===== config.mk =====
export PLATFORM = sky130hd
export DESIGN_NAME = vec_load_sequencer
export DESIGN_NICKNAME = d
export VERILOG_FILES = /design/src/rtl/vec_load_sequencer.sv
export SDC_FILE = /design/constraint.sdc
export NUM_CORES = 1
export LEC_CHECK = 0
export BUFFER_PORTS_ARGS = -buffer_cell sky130_fd_sc_hd__buf_2
export CORE_MARGIN = 1.5
export CORE_UTILIZATION = 30
export CTS_CLUSTER_DIAMETER = 80
export CTS_CLUSTER_SIZE = 20
export DETAILED_ROUTE_END_ITERATION = 10
export PLACE_DENSITY = 0.48
export SETUP_SLACK_MARGIN = 0.2
export SLEW_MARGIN = 20
export SYNTH_ARGS = -nofsm -noshare
export SYNTH_HDL_FRONTEND = slang
export SYNTH_SLANG_ARGS = --single-unit

===== constraint.sdc =====
create_clock -name clk -period 3.7 [get_ports clk]
set_input_delay 0.185 -clock clk [delete_from_list [all_inputs] [get_ports clk]]
set_output_delay 0.185 -clock clk [all_outputs]
set_load 0.1 [all_outputs]

===== src/rtl/vec_load_sequencer.sv =====
// Input-side frame sequencer: collects A/B/D operand words per lane into shadow
// registers and issues complete frames to the lane datapath with flow control.
module vec_load_sequencer #(
  parameter int unsigned W     = 8,
  parameter int unsigned LANES = 4
) (
  input  logic                 clk,
  input  logic                 rst,
  input  logic [W-1:0]         din,
  input  logic                 din_valid,
  output logic                 din_ready,
  input  logic                 issue_ready,
  output logic [W*LANES-1:0]   a_vec,
  output logic [W*LANES-1:0]   b_vec,
  output logic [W*LANES-1:0]   d_vec,
  output logic                 issue,
  output logic [1:0]           phase,
  output logic [1:0]           lane,
  output logic [7:0]           frame_cnt
);

  localparam int unsigned VW     = W * LANES;
  localparam int unsigned LANE_W = 2;
  localparam int unsigned CNT_W  = 8;

  typedef enum logic [1:0] {
    ST_A    = 2'd0,
    ST_B    = 2'd1,
    ST_D    = 2'd2,
    ST_HOLD = 2'd3
  } state_e;

  state_e              state_q;
  logic [LANE_W-1:0]   lane_q;
  logic [VW-1:0]       a_sh_q, b_sh_q, d_sh_q;
  logic [VW-1:0]       a_vec_q, b_vec_q, d_vec_q;
  logic                issue_q;
  logic [CNT_W-1:0]    cnt_q;

  logic                accept;
  logic                last_lane;
  logic [LANE_W-1:0]   lane_nxt;
  logic [VW-1:0]       d_sh_full;

  assign din_ready = !rst && (state_q != ST_HOLD);
  assign accept    = din_valid && din_ready;
  assign last_lane = (lane_q == LANE_W'(LANES - 1));
  assign lane_nxt  = last_lane ? '0 : lane_q + LANE_W'(1);

  // D shadow as it will look once the word for the final lane lands, so a
  // same-edge issue can bypass the shadow register.
  always_comb begin
    d_sh_full = d_sh_q;
    d_sh_full[W*(LANES-1) +: W] = din;
  end

  always_ff @(posedge clk) begin
    if (rst) begin
      state_q <= ST_A;
      lane_q  <= '0;
      a_sh_q  <= '0;
      b_sh_q  <= '0;
      d_sh_q  <= '0;
      a_vec_q <= '0;
      b_vec_q <= '0;
      d_vec_q <= '0;
      issue_q <= 1'b0;
      cnt_q   <= '0;
    end else begin
      issue_q <= 1'b0;
      unique case (state_q)
        ST_A: begin
          if (accept) begin
            a_sh_q[W*lane_q +: W] <= din;
            lane_q <= lane_nxt;
            if (last_lane) state_q <= ST_B;
          end
        end
        ST_B: begin
          if (accept) begin
            b_sh_q[W*lane_q +: W] <= din;
            lane_q <= lane_nxt;
            if (last_lane) state_q <= ST_D;
          end
        end
        ST_D: begin
          if (accept) begin
            d_sh_q[W*lane_q +: W] <= din;
            lane_q <= lane_nxt;
            if (last_lane) begin
              if (issue_ready) begin
                a_vec_q <= a_sh_q;
                b_vec_q <= b_sh_q;
                d_vec_q <= d_sh_full;
                issue_q <= 1'b1;
                cnt_q   <= cnt_q + CNT_W'(1);
                state_q <= ST_A;
              end else begin
                state_q <= ST_HOLD;
              end
            end
          end
        end
        ST_HOLD: begin
          if (issue_ready) begin
            a_vec_q <= a_sh_q;
            b_vec_q <= b_sh_q;
            d_vec_q <= d_sh_q;
            issue_q <= 1'b1;
            cnt_q   <= cnt_q + CNT_W'(1);
            state_q <= ST_A;
          end
        end
        default: state_q <= ST_A;
      endcase
    end
  end

  assign a_vec     = a_vec_q;
  assign b_vec     = b_vec_q;
  assign d_vec     = d_vec_q;
  assign issue     = issue_q;
  assign phase     = state_q;
  assign lane      = lane_q;
  assign frame_cnt = cnt_q;

endmodule


==> metrics.yaml <==
hpwl_mm: 13.8
clock_path_buffers: 3
use_met3: 0.0256
synth_flop_cell: "dfxtp_1"
worstHoldStart: "din_valid"
setup_violations: 0
synth_edf_count: 0
cp_data_required_time_ns: 4.09
worstSetupEndpointType: "register"
worst_setup_path_start_kind: "register"
num_antenna_cells: 0
drt_wl_total_mm: 21.0
drt-pass1-iter-count: 4
cts_resized: 0
drt_iter0_drc: 332
clk_pin_slew_worst_paths_ns: 0.08
worstSetupPathType: "register to register"
antenna_found_initial: 0
clock_latency_ns: 0.47
r2r_slack_ns: 1.27
die_h_um: 163
final_area_um2: 8970
netlist_instances: 882
cp_max_fo: 50
gp_congestion: 0.754
wl_per_cell_um: 16.1
min_delay_worst_endpoint: "lane[1]"
hold_viol: 0
drc: 0
maxCapViolCount: 0
fmax_mhz: 411
fp.dieW_um: 163
top_usage_layer: "met2"
core_um2: 25200
grt_overflow: 0
hold_class: "input pin to register"
gr-usage-met1: 0.215
cts_tree: "built"
rsz0062_at_grt: "false"
total_power_w: 0.00397
hold_depth: 3
grt_util_met2: 0.261
synthArstFlopShare: 0
yosys.cell_types.count: 41
ys_ff_latch: 205
avgSynthCellArea_um2: 8.73
std_cell_rows: 58
crit_arrival_ns: 2.83
finalCritPeriodShare: 0.657
place_inst: 1288
grt_pass1_wl_mm: 33.2
timing.final.max_slew_violations: 0
totalNegativeSetupSlack_ns: 0
min_period_ns: 2.43
status: "finished, final reports clean"
r2r-start: "lane[0]"
grt_max_degree: 81
drive_gt1_frac: 0.168
cellPowerDensity_nw_per_um2: 443
ant_nets: 0
r2r.worst_path.cells: 6
fin_ws_ns: 1.27
synth_warnings: 0
clock_sinks: 205
h-tree-depth: 1
worst_r2r_endpoint: "b_vec[8]"
grtUsageTotal: 0.157
grt_pass1_vias: 5993
syn_area_um2: 7700
post_dp_cell_area_um2: 8540
final_cells: 1308
syn-num-nets: 899
start_util: 0.306
final_nets: 991
area_growth_pct: 16.5
cts_root_buf: "clkbuf_16"
ys_seq_area_frac: 0.533
cellLeakagePower_nw: 3.49
tightest_slew_ns: 0.855
die-area_um2: 26600
peakVddDrop_v: 0.000228
vias: 6256
cts_setup_buffers: 0
post-place-ws_ns: 1.26
fin_skew_ns: 0.0100
io_buffers: 121
ctsHoldBuffers: 0
numCtsBuffers: 14
ios: 122
vias_per_cell: 4.78
slew_headroom: 0.430
cells in the mapped netlist, types with 2 or more instances:
master / instances / area, um2
a21oi_1: 119 / 596
a311oi_1: 8 / 70.1
a32oi_1: 24 / 210
and2_1: 25 / 156
and3b_1: 2 / 17.5
and4_1: 2 / 17.5
buf_2: 21 / 105
buf_4: 5 / 37.5
buf_6: 5 / 56.3
clkbuf_1: 26 / 97.6
dfxtp_1: 205 / 4100
ha_1: 5 / 62.6
inv_1: 3 / 11.3
mux2i_1: 48 / 480
nand2_1: 218 / 818
nand2b_1: 2 / 12.5
nand3_1: 10 / 50.1
nand3_2: 2 / 20.0
nand3b_1: 3 / 22.5
nor2_1: 90 / 338
nor2_4: 3 / 33.8
nor2b_1: 2 / 12.5
nor3b_1: 4 / 30.0
nor4bb_1: 2 / 20.0
o211ai_1: 3 / 22.5
o21ai_0: 23 / 115
o21ai_1: 4 / 20.0
or3_1: 2 / 12.5
xor2_1: 4 / 35.0
cells in the final DEF (no fill, tap or decap), types with 3 or more instances in the layout:
cell type | synthesis | final
nand3_1 | 10 | 10
a32oi_1 | 24 | 24
buf_2 | 21 | 120
a21oi_1 | 119 | 119
nor2_1 | 90 | 90
inv_1 | 3 | 3
nand3b_1 | 3 | 3
o211ai_1 | 3 | 3
dfxtp_1 | 205 | 205
nand2_1 | 218 | 218
nor3b_1 | 4 | 3
mux2i_1 | 48 | 48
xor2_1 | 4 | 4
clkbuf_16 | 0 | 15
and2_1 | 25 | 25
a311oi_1 | 8 | 8
ha_1 | 5 | 5
o21ai_1 | 4 | 4
nor2_4 | 3 | 3
o21ai_0 | 23 | 23
buf_4 | 5 | 13
state kept, by name, indices dropped and copies added, names as in the netlist:
signal and cells:
b_sh_q 32, b_vec 32, a_vec 32, phase 2
lane 2, d_vec 32, d_sh_q 32, a_sh_q 32
frame_cnt 8, issue 1
final cells by class:
| class | instances | area [um2] |
|---|---|---|
| fillers | 2688 | 16200 |
| flip-flops and latches | 205 | 4100 |
| multi-input cells | 616 | 3300 |
| repair buffers | 134 | 709 |
| well taps | 330 | 413 |
| clock buffers | 18 | 397 |
| clock inverters | 2 | 38.8 |
| inverters | 3 | 11.3 |
critical path, stage by stage (launching register included):
cell and delay (ns):
dfxtp_1 0.50, ha_1 0.29, and3b_1 0.41, o21a_4 0.55, buf_4 0.37, nand2_1 0.09, a21oi_1 0.12
per-stage QoR:
step	hold slack [ns]	utilization
floorplan	0.347	-
global placement	0.441	0.339
detailed placement	0.443	0.339
CTS	0.0753	0.356
global route	0.0906	0.356
finish	0.0918	0.356
logic make-up (layout without fill, tap and decap cells):
family	after synthesis	in the layout	share of synthesized area
mux	49	49	0.0639
compound gates	184	184	0.138
flops	205	205	0.533
xor+xnor	5	5	0.00569
simple gates	373	373	0.211
buf+inv	61	157	0.0405
fa+ha+maj	5	5	0.00812
how the worst max path moves through the flow:
stage                        start   endpoint  slack [ns]  cells after the start
after global placement     lane[0]   d_vec[0]        1.29                      6
after detailed placement   lane[0]   d_vec[6]        1.26                      6
after floorplan           phase[0]  din_ready        0.76                      3
after global routing       lane[0]  d_vec[13]        0.98                      6
after CTS                  lane[0]   b_vec[8]        1.23                      6
final                      lane[0]   b_vec[8]        1.27                      6
layer usage:
layer / wire length [um] / vias to the layer above
li1: - / 3146
met1: 10100 / 2972
met2: 9760 / 118
met4: 259 / 0
met3: 894 / 20
met5: 0 / -
power by group:
group | switching, W | leakage [nW] | internal, W
sequential | 0.00000564 | 1.65 | 0.00221
combinational | 0.000128 | 1.63 | 0.0000330
clock | 0.000765 | 0.213 | 0.000830
total | 0.000898 | 3.49 | 0.00307
Note: power is estimated with default switching activity, not from simulation.
